--- config.mk ---
export PLATFORM = sky130hd
export DESIGN_NAME = seq_bit_serializer
export DESIGN_NICKNAME = d
export VERILOG_FILES = /design/src/rtl/seq_pkg.sv /design/src/rtl/ser_hold_reg.sv /design/src/rtl/seq_bit_serializer.sv
export SDC_FILE = /design/constraint.sdc
export NUM_CORES = 1
export LEC_CHECK = 0
export CAP_MARGIN = 10
export CELL_PAD_IN_SITES_DETAIL_PLACEMENT = 0
export CELL_PAD_IN_SITES_GLOBAL_PLACEMENT = 2
export CORE_MARGIN = 2
export CORE_UTILIZATION = 34
export CTS_CLUSTER_DIAMETER = 200
export DETAILED_ROUTE_END_ITERATION = 10
export MAX_ROUTING_LAYER = met4
export PLACE_DENSITY_LB_ADDON = 0.1
export SLEW_MARGIN = 10
export SYNTH_ARGS = -nofsm -noshare
export SYNTH_HDL_FRONTEND = slang
export SYNTH_SLANG_ARGS = --single-unit
--- constraint.sdc ---
create_clock -name clk -period 1.7 [get_ports clk]
set_clock_uncertainty 0.05 [all_clocks]
set_input_delay 0.17 -clock clk [delete_from_list [all_inputs] [get_ports clk]]
set_output_delay 0.17 -clock clk [all_outputs]
set_load 0.005 [all_outputs]
--- src/rtl/seq_pkg.sv ---
// Shared types and constants for the bit-stream serializer and the sequence
// detectors it feeds.
package seq_pkg;

  typedef enum logic {
    IDLE  = 1'b0,
    SHIFT = 1'b1
  } ser_state_t;

  // Serial line level while no word is being shifted; the detector benches use it too.
  localparam logic IDLE_BIT_DEFAULT = 1'b0;

  // Bit-counter width for a WIDTH-bit word (at least one bit).
  function automatic int cnt_width(input int w);
    return (w > 1) ? $clog2(w) : 1;
  endfunction

endpackage

--- src/rtl/ser_hold_reg.sv ---
// One-entry holding buffer: accepts a word when empty and releases it on pop.
module ser_hold_reg #(
  parameter int W = 8
) (
  input  logic         clk_i,
  input  logic         rst_ni,
  input  logic [W-1:0] data_i,
  input  logic         valid_i,
  output logic         ready_o,
  input  logic         pop_i,
  output logic [W-1:0] data_o,
  output logic         full_o
);

  logic         full_q, full_d;
  logic [W-1:0] data_q, data_d;

  // Accept needs an empty buffer and pop needs a full one, so they never coincide.
  always_comb begin
    full_d = full_q;
    data_d = data_q;
    if (valid_i && !full_q) begin
      full_d = 1'b1;
      data_d = data_i;
    end else if (pop_i) begin
      full_d = 1'b0;
    end
  end

  always_ff @(posedge clk_i or negedge rst_ni) begin
    if (!rst_ni) begin
      full_q <= 1'b0;
      data_q <= '0;
    end else begin
      full_q <= full_d;
      data_q <= data_d;
    end
  end

  assign ready_o = ~full_q;
  assign data_o  = data_q;
  assign full_o  = full_q;

endmodule

--- src/rtl/seq_bit_serializer.sv ---
// Parallel-to-serial front end: WIDTH-bit words in on valid/ready, one bit per
// clock out on x, back-to-back words streamed with no gap bits.
module seq_bit_serializer
  import seq_pkg::*;
#(
  parameter int   WIDTH     = 8,
  parameter bit   MSB_FIRST = 1'b1,
  parameter logic IDLE_BIT  = IDLE_BIT_DEFAULT
) (
  input  logic             clk,
  input  logic             rst_n,
  input  logic [WIDTH-1:0] in_data,
  input  logic             in_valid,
  output logic             in_ready,
  output logic             x,
  output logic             x_valid,
  output logic             frame_start,
  output logic             busy
);

  localparam int               CNT_W = cnt_width(WIDTH);
  localparam logic [CNT_W-1:0] LAST  = CNT_W'(WIDTH - 1);

  ser_state_t       state_q;
  logic [CNT_W-1:0] cnt_q;
  logic [WIDTH-1:0] sh_q;
  logic [WIDTH-1:0] hold_data;
  logic             hold_full;
  logic             at_last;
  logic             load;

  // Handshake: a word transfers on a rising edge where in_valid & in_ready.
  ser_hold_reg #(.W(WIDTH)) u_hold (
    .clk_i   (clk),
    .rst_ni  (rst_n),
    .data_i  (in_data),
    .valid_i (in_valid),
    .ready_o (in_ready),
    .pop_i   (load),
    .data_o  (hold_data),
    .full_o  (hold_full)
  );

  assign at_last = (cnt_q == LAST);
  assign load    = hold_full && ((state_q == IDLE) || at_last);

  always_ff @(posedge clk or negedge rst_n) begin
    if (!rst_n) begin
      state_q <= IDLE;
      cnt_q   <= '0;
      sh_q    <= '0;
    end else if (load) begin
      state_q <= SHIFT;
      cnt_q   <= '0;
      sh_q    <= hold_data;
    end else if (state_q == SHIFT) begin
      if (at_last) begin
        state_q <= IDLE;
        cnt_q   <= '0;
        sh_q    <= '0;
      end else begin
        cnt_q <= cnt_q + CNT_W'(1);
        sh_q  <= MSB_FIRST ? {sh_q[WIDTH-2:0], 1'b0} : {1'b0, sh_q[WIDTH-1:1]};
      end
    end
  end

  assign x_valid     = (state_q == SHIFT);
  assign x           = x_valid ? (MSB_FIRST ? sh_q[WIDTH-1] : sh_q[0]) : IDLE_BIT;
  assign frame_start = x_valid && (cnt_q == '0);
  assign busy        = x_valid || hold_full;

endmodule

# After elaboration in Yosys (flattened, before gate mapping)
# Cells that the tools add are included.
# totals
ff_bits	21
input_bits	11
out_inout_bits	5
word_cells	30
# classes
n_addsub	1
n_eq_ne	1
n_mux	12
bitwise	2
n_reduce_logical	9
# ops
operator	n
$mux W8	3
$mux W3	3
$mux W1	6
$reduce_bool A2 Y1	2
$add A3 B1 Y3 const B	1
$eq A3 B3 Y1 const B	1
$logic_and A1 B1 Y1	3
$logic_not A3 Y1	1
$logic_or A1 B1 Y1	2
$not A1 Y1	2
$logic_not A1 Y1	1

# Longest topological paths before layout
# depth
depth_word	5
depth_mapped	5
mapped_depth_nobuf	4

# Hierarchy
# Synthesis repeated with hierarchy kept, for this count alone.
# hier_totals
cells_unflattened	87
area_unflattened_um2	1117.3
# modules_own_cells
module	n_inst	cells_each	area_each_um2	seq_area_each_um2
seq_bit_serializer	1	66	743.2	300.3
ser_hold_reg	1	21	374.1	225.2

# Least setup slack after synthesis
# Ideal clock, no wire load.
# synth_timing
path_kind	register to register
from	register cnt_q[0]
to	register sh_q[1]
setup_time_ps	90
t_arrival_ps	1151
slack_ps	409
path_stages_with_launch	6
synth_period_minus_slack_ps	1291
cell_sequence	dfrtp_1 > ha_1 > ha_1 > nand2b_1 > buf_2 > o221ai_1
# synth_between
elab_chain_len	4
elab_cells_between_ends	7
cone_classes	eq/ne (1); mux (3); reduce/logical (3)
# synth_rtl
item	line_no	text
start: declaration	seq_bit_serializer.sv:25	logic [CNT_W-1:0] cnt_q;
start signal: assignment	seq_bit_serializer.sv:62	cnt_q <= cnt_q + CNT_W'(1);
$eq A3 B3 Y1 *	seq_bit_serializer.sv:44	assign at_last = (cnt_q == LAST);
$mux W8 / $logic_or A1 B1 Y1 (equally long branches)	seq_bit_serializer.sv:57, seq_bit_serializer.sv:45	
$mux W8 / $logic_and A1 B1 Y1 (equally long branches)	seq_bit_serializer.sv:56, seq_bit_serializer.sv:45	
$mux W8 / $reduce_bool A2 Y1 (equally long branches)	-	
end signal: assignment	seq_bit_serializer.sv:55	sh_q <= hold_data;
end signal: assignment	seq_bit_serializer.sv:63	sh_q <= MSB_FIRST ? {sh_q[WIDTH-2:0], 1'b0} : {1'b0, sh_q[WIDTH-1:1]};
end: declaration	seq_bit_serializer.sv:26	logic [WIDTH-1:0] sh_q;
# Mark *: on every way between the ends. The rest lies on a longest branch, timed or not. The select of a mux whose other input is x is not followed.
# A chain may end at the register's enable or synchronous reset.

# Worst setup path in the final report
# layout_timing
from	register state_q, in the netlist x_valid
to	output port x
# layout_between
elab_chain_len	1
# layout_rtl
item	line_no	text
start: declaration	seq_bit_serializer.sv:24	ser_state_t state_q;
start signal: assignment	seq_bit_serializer.sv:49	state_q <= IDLE;
start signal: assignment	seq_bit_serializer.sv:53	state_q <= SHIFT;
start signal: assignment	seq_bit_serializer.sv:58	state_q <= IDLE;
$mux W1	seq_bit_serializer.sv:69	assign x = x_valid ? (MSB_FIRST ? sh_q[WIDTH-1] : sh_q[0]) : IDLE_BIT;
end: declaration	seq_bit_serializer.sv:15	output logic x,
# Every way passes these cells.

==> flow_summary.rst <==
.. list-table::
   :header-rows: 1

   * - Metric
     - Value
   * - Root buffer cell
     - sky130_fd_sc_hd__clkbuf_4
   * - Critical path peak fanout
     - 6
   * - Post-synthesis average cell area
     - 12.05 um^2
   * - DR iter-0 viols
     - 12
   * - Post-DP Area
     - 0.001230 mm^2
   * - Arrival time reported for the critical path endpoint
     - 1390 ps
   * - Buffer depth of the longest clock path
     - 2
   * - Vias in the first global route
     - 773
   * - Max_cap viols
     - 0
   * - GRT Util Overall
     - 14.74%
   * - Total clock sinks
     - 21
   * - F_max
     - 0.6213 GHz
   * - TritonCTS clock tree
     - built
   * - Count of mapped cells out of synthesis
     - 86
   * - Share of post-route cells with drive strength above 1
     - 24.07%
   * - Total wire length after detailed routing
     - 2071 um
   * - Worst-Skew Late Latency
     - 310 ps
   * - Non-Filler Instances
     - 141
   * - Hold WS
     - 144.5 ps
   * - Final Hold Violating Endpoints
     - 0
   * - Utilization after layout
     - 43.24%
   * - Final weighted congestion in routability-driven placement
     - 0.7887
   * - Post-layout minimum cycle time
     - 1610 ps
   * - DP Cell Count
     - 134
   * - Starting density of the core
     - 34.79%
   * - Residual antenna-violating net count after detailed routing
     - 0
   * - Layout filler cell count
     - 312
   * - Maximum resistive drop on vdd
     - 566.5 uV
   * - Routed wire per std cell
     - 14.69 um
   * - Leak pwr
     - 0.6062 nW
   * - Area Overhead vs Synth
     - 24.27%
   * - WS Path Type
     - flip-flop to output port
   * - Largest net degree at the start of global routing
     - 22
   * - Number of optimization iterations in the first detailed-route pass
     - 4
   * - Final max-slew violation count
     - 0
   * - Number of buffers added on ports
     - 15
   * - Die Footprint
     - 0.003505 mm^2
   * - Remaining Overflow, GRT
     - 0
   * - Run status
     - complete, no violations
   * - Depth of the CTS H-tree
     - 1
   * - Number of antenna violations at the first check in global routing
     - 0
   * - Final period utilization
     - 94.68%
   * - Total number of nets in the final design
     - 123
   * - Min-delay worst type
     - primary input to asynchronous set/reset pin
   * - Post-synthesis sequential element count
     - 21
   * - Number of buffers added by the clock tree synthesis step
     - 3
   * - Slew HR
     - 81.78%
   * - Number of failing setup endpoints in the final timing report
     - 0
   * - Clock-pin slew reported for the worst setup and hold paths after clock tree synthesis
     - 120 ps
   * - Data required time of the critical path
     - 1480 ps
   * - PD cells
     - 1649 mW/mm^2
   * - Row count
     - 20
   * - Core Footprint
     - 0.002978 mm^2
   * - Vertical die dimension
     - 59.20 um
   * - Residual DRC
     - 0
   * - Critical path capture point type
     - output port
   * - Area of all placed cells without fillers
     - 0.001287 mm^2
   * - Warnings from Yosys
     - 0
   * - # hold bufs at CTS
     - 0
   * - Number of different library cells in the post-synthesis netlist
     - 20
   * - Dpl hpwl
     - 1354 um
   * - Via density
     - 5.043
   * - Area of the mapped netlist
     - 0.001036 mm^2
   * - Global-route wire length before repair
     - 3677 um
   * - Share of the yosys chip area belonging to registers
     - 50.72%
   * - Antenna fix cells
     - 0
   * - Overall via count from detail_route
     - 711
   * - Type of element launching the critical path
     - flip-flop
   * - Number of placed I/O pins
     - 16
   * - Tightest Pin Transition
     - 273.2 ps
   * - Overall die width
     - 59.20 um
   * - Power consumption
     - 0.002123 W
   * - Syn Nets
     - 100
==> stage by stage <==
stage                     setup WS (ps)  TNS (ps)
final                             90.43         0
after global placement            221.5         0
after floorplan                   409.1         0
after detailed placement          190.7         0
after global routing             -3.206    -3.206
after CTS                         10.39         0
==> logic make-up after synthesis <==
kind of cell | Yosys count | share of synthesized area, %
mux | 17 | 20.29
buf+inv | 17 | 8.092
compound gates | 11 | 8.937
fa+ha+maj | 3 | 3.624
simple gates | 17 | 8.334
flops | 21 | 50.72
==> cell usage after synthesis <==
cell | count | share of area, %
sky130_fd_sc_hd__ha_1 | 3 | 3.6
sky130_fd_sc_hd__buf_6 | 2 | 2.2
sky130_fd_sc_hd__and2_1 | 1 | 0.60
sky130_fd_sc_hd__nand2_1 | 3 | 1.1
sky130_fd_sc_hd__nor2_1 | 1 | 0.36
sky130_fd_sc_hd__nor2_2 | 1 | 0.60
sky130_fd_sc_hd__nand3_1 | 8 | 3.9
sky130_fd_sc_hd__mux2_4 | 8 | 12
sky130_fd_sc_hd__nand2b_1 | 1 | 0.60
sky130_fd_sc_hd__inv_1 | 10 | 3.6
sky130_fd_sc_hd__a32o_1 | 1 | 0.97
sky130_fd_sc_hd__o221ai_1 | 7 | 5.9
sky130_fd_sc_hd__dfrtp_1 | 21 | 51
sky130_fd_sc_hd__nor2b_1 | 2 | 1.2
sky130_fd_sc_hd__inv_2 | 1 | 0.36
sky130_fd_sc_hd__o21ai_1 | 1 | 0.48
sky130_fd_sc_hd__a22o_1 | 1 | 0.85
sky130_fd_sc_hd__a21o_1 | 1 | 0.72
sky130_fd_sc_hd__mux2i_1 | 9 | 8.7
sky130_fd_sc_hd__buf_2 | 4 | 1.9
==> state kept, by name, summed over array words and instances, names as in the netlist <==
register and count:
x_valid 1, u_hold.data_o 8, sh_q 8, cnt_q 3, u_hold.full_o 1
==> where the power goes <==
group / total, W / leakage [nW] / switching [W] / internal, W
clock network: 0.000247 / 0.0150 / 0.000155 / 0.0000915
registers: 0.000893 / 0.256 / 0.000168 / 0.000726
logic: 0.000982 / 0.335 / 0.000419 / 0.000564
==> placed cells by master, fill, tap and decap left out, drive strengths merged, types with 2 or more instances in the layout <==
cell,instances
mux2,8
inv,11
nand3,8
nor2b,2
clkbuf,4
buf,9
o221ai,7
ha,3
nand2,3
clkdlybuf4s50,14
mux2i,9
nor2,2
dfrtp,21
==> path summary, 6_finish.rpt <==
path	from	end	slack, ps	depth (start not counted)
setup reg to reg	cnt_q[0]$_DFFE_PN0P_	sh_q[2]$_DFFE_PN0P_	150	5
min in group clk	in_data[2]	u_hold.data_o[2]$_DFFE_PN0P_	420	2
setup / recovery	x_valid$_DFF_PN0_	x	90	2
max in group asynchronous	rst_n	u_hold.full_o$_DFFE_PN0P_	1220	2
hold / removal	rst_n	cnt_q[2]$_DFFE_PN0P_	140	2
hold reg to reg	cnt_q[2]$_DFFE_PN0P_	cnt_q[2]$_DFFE_PN0P_	500	1
==> worst max-delay path: stages, from the launching register on <==
cell and delay, ps:
sky130_fd_sc_hd__dfrtp_2 450, sky130_fd_sc_hd__and2_1 140, sky130_fd_sc_hd__clkdlybuf4s50_1 490
==> metal layers <==
metal | GRT usage [%] | share of wire, %
met1 | 18.03 | 47
met2 | 23.55 | 48
met3 | 1.965 | 2.5
met4 | 7.792 | 2.1
met5 | - | 0
==> final cells by class <==
| class | count | area, um^2 | area share (%) |
|---|---|---|---|
| flip-flops and latches | 21 | 528.0 | 41.01 |
| multi-input cells | 48 | 434.2 | 33.72 |
| repair buffers | 24 | 216.5 | 16.81 |
| inverters | 11 | 41.29 | 3.207 |
| well taps | 33 | 41.29 | 3.207 |
| clock buffers | 4 | 26.28 | 2.041 |
==> timing repair <==
action / 4_1_cts / 5_1_grt
setup buffers: 2 / 1
gates resized for setup: 4 / 2
setup endpoints to repair: 2 / 9
pin swaps: 0 / 1
Power figures use the tool's default switching activity.
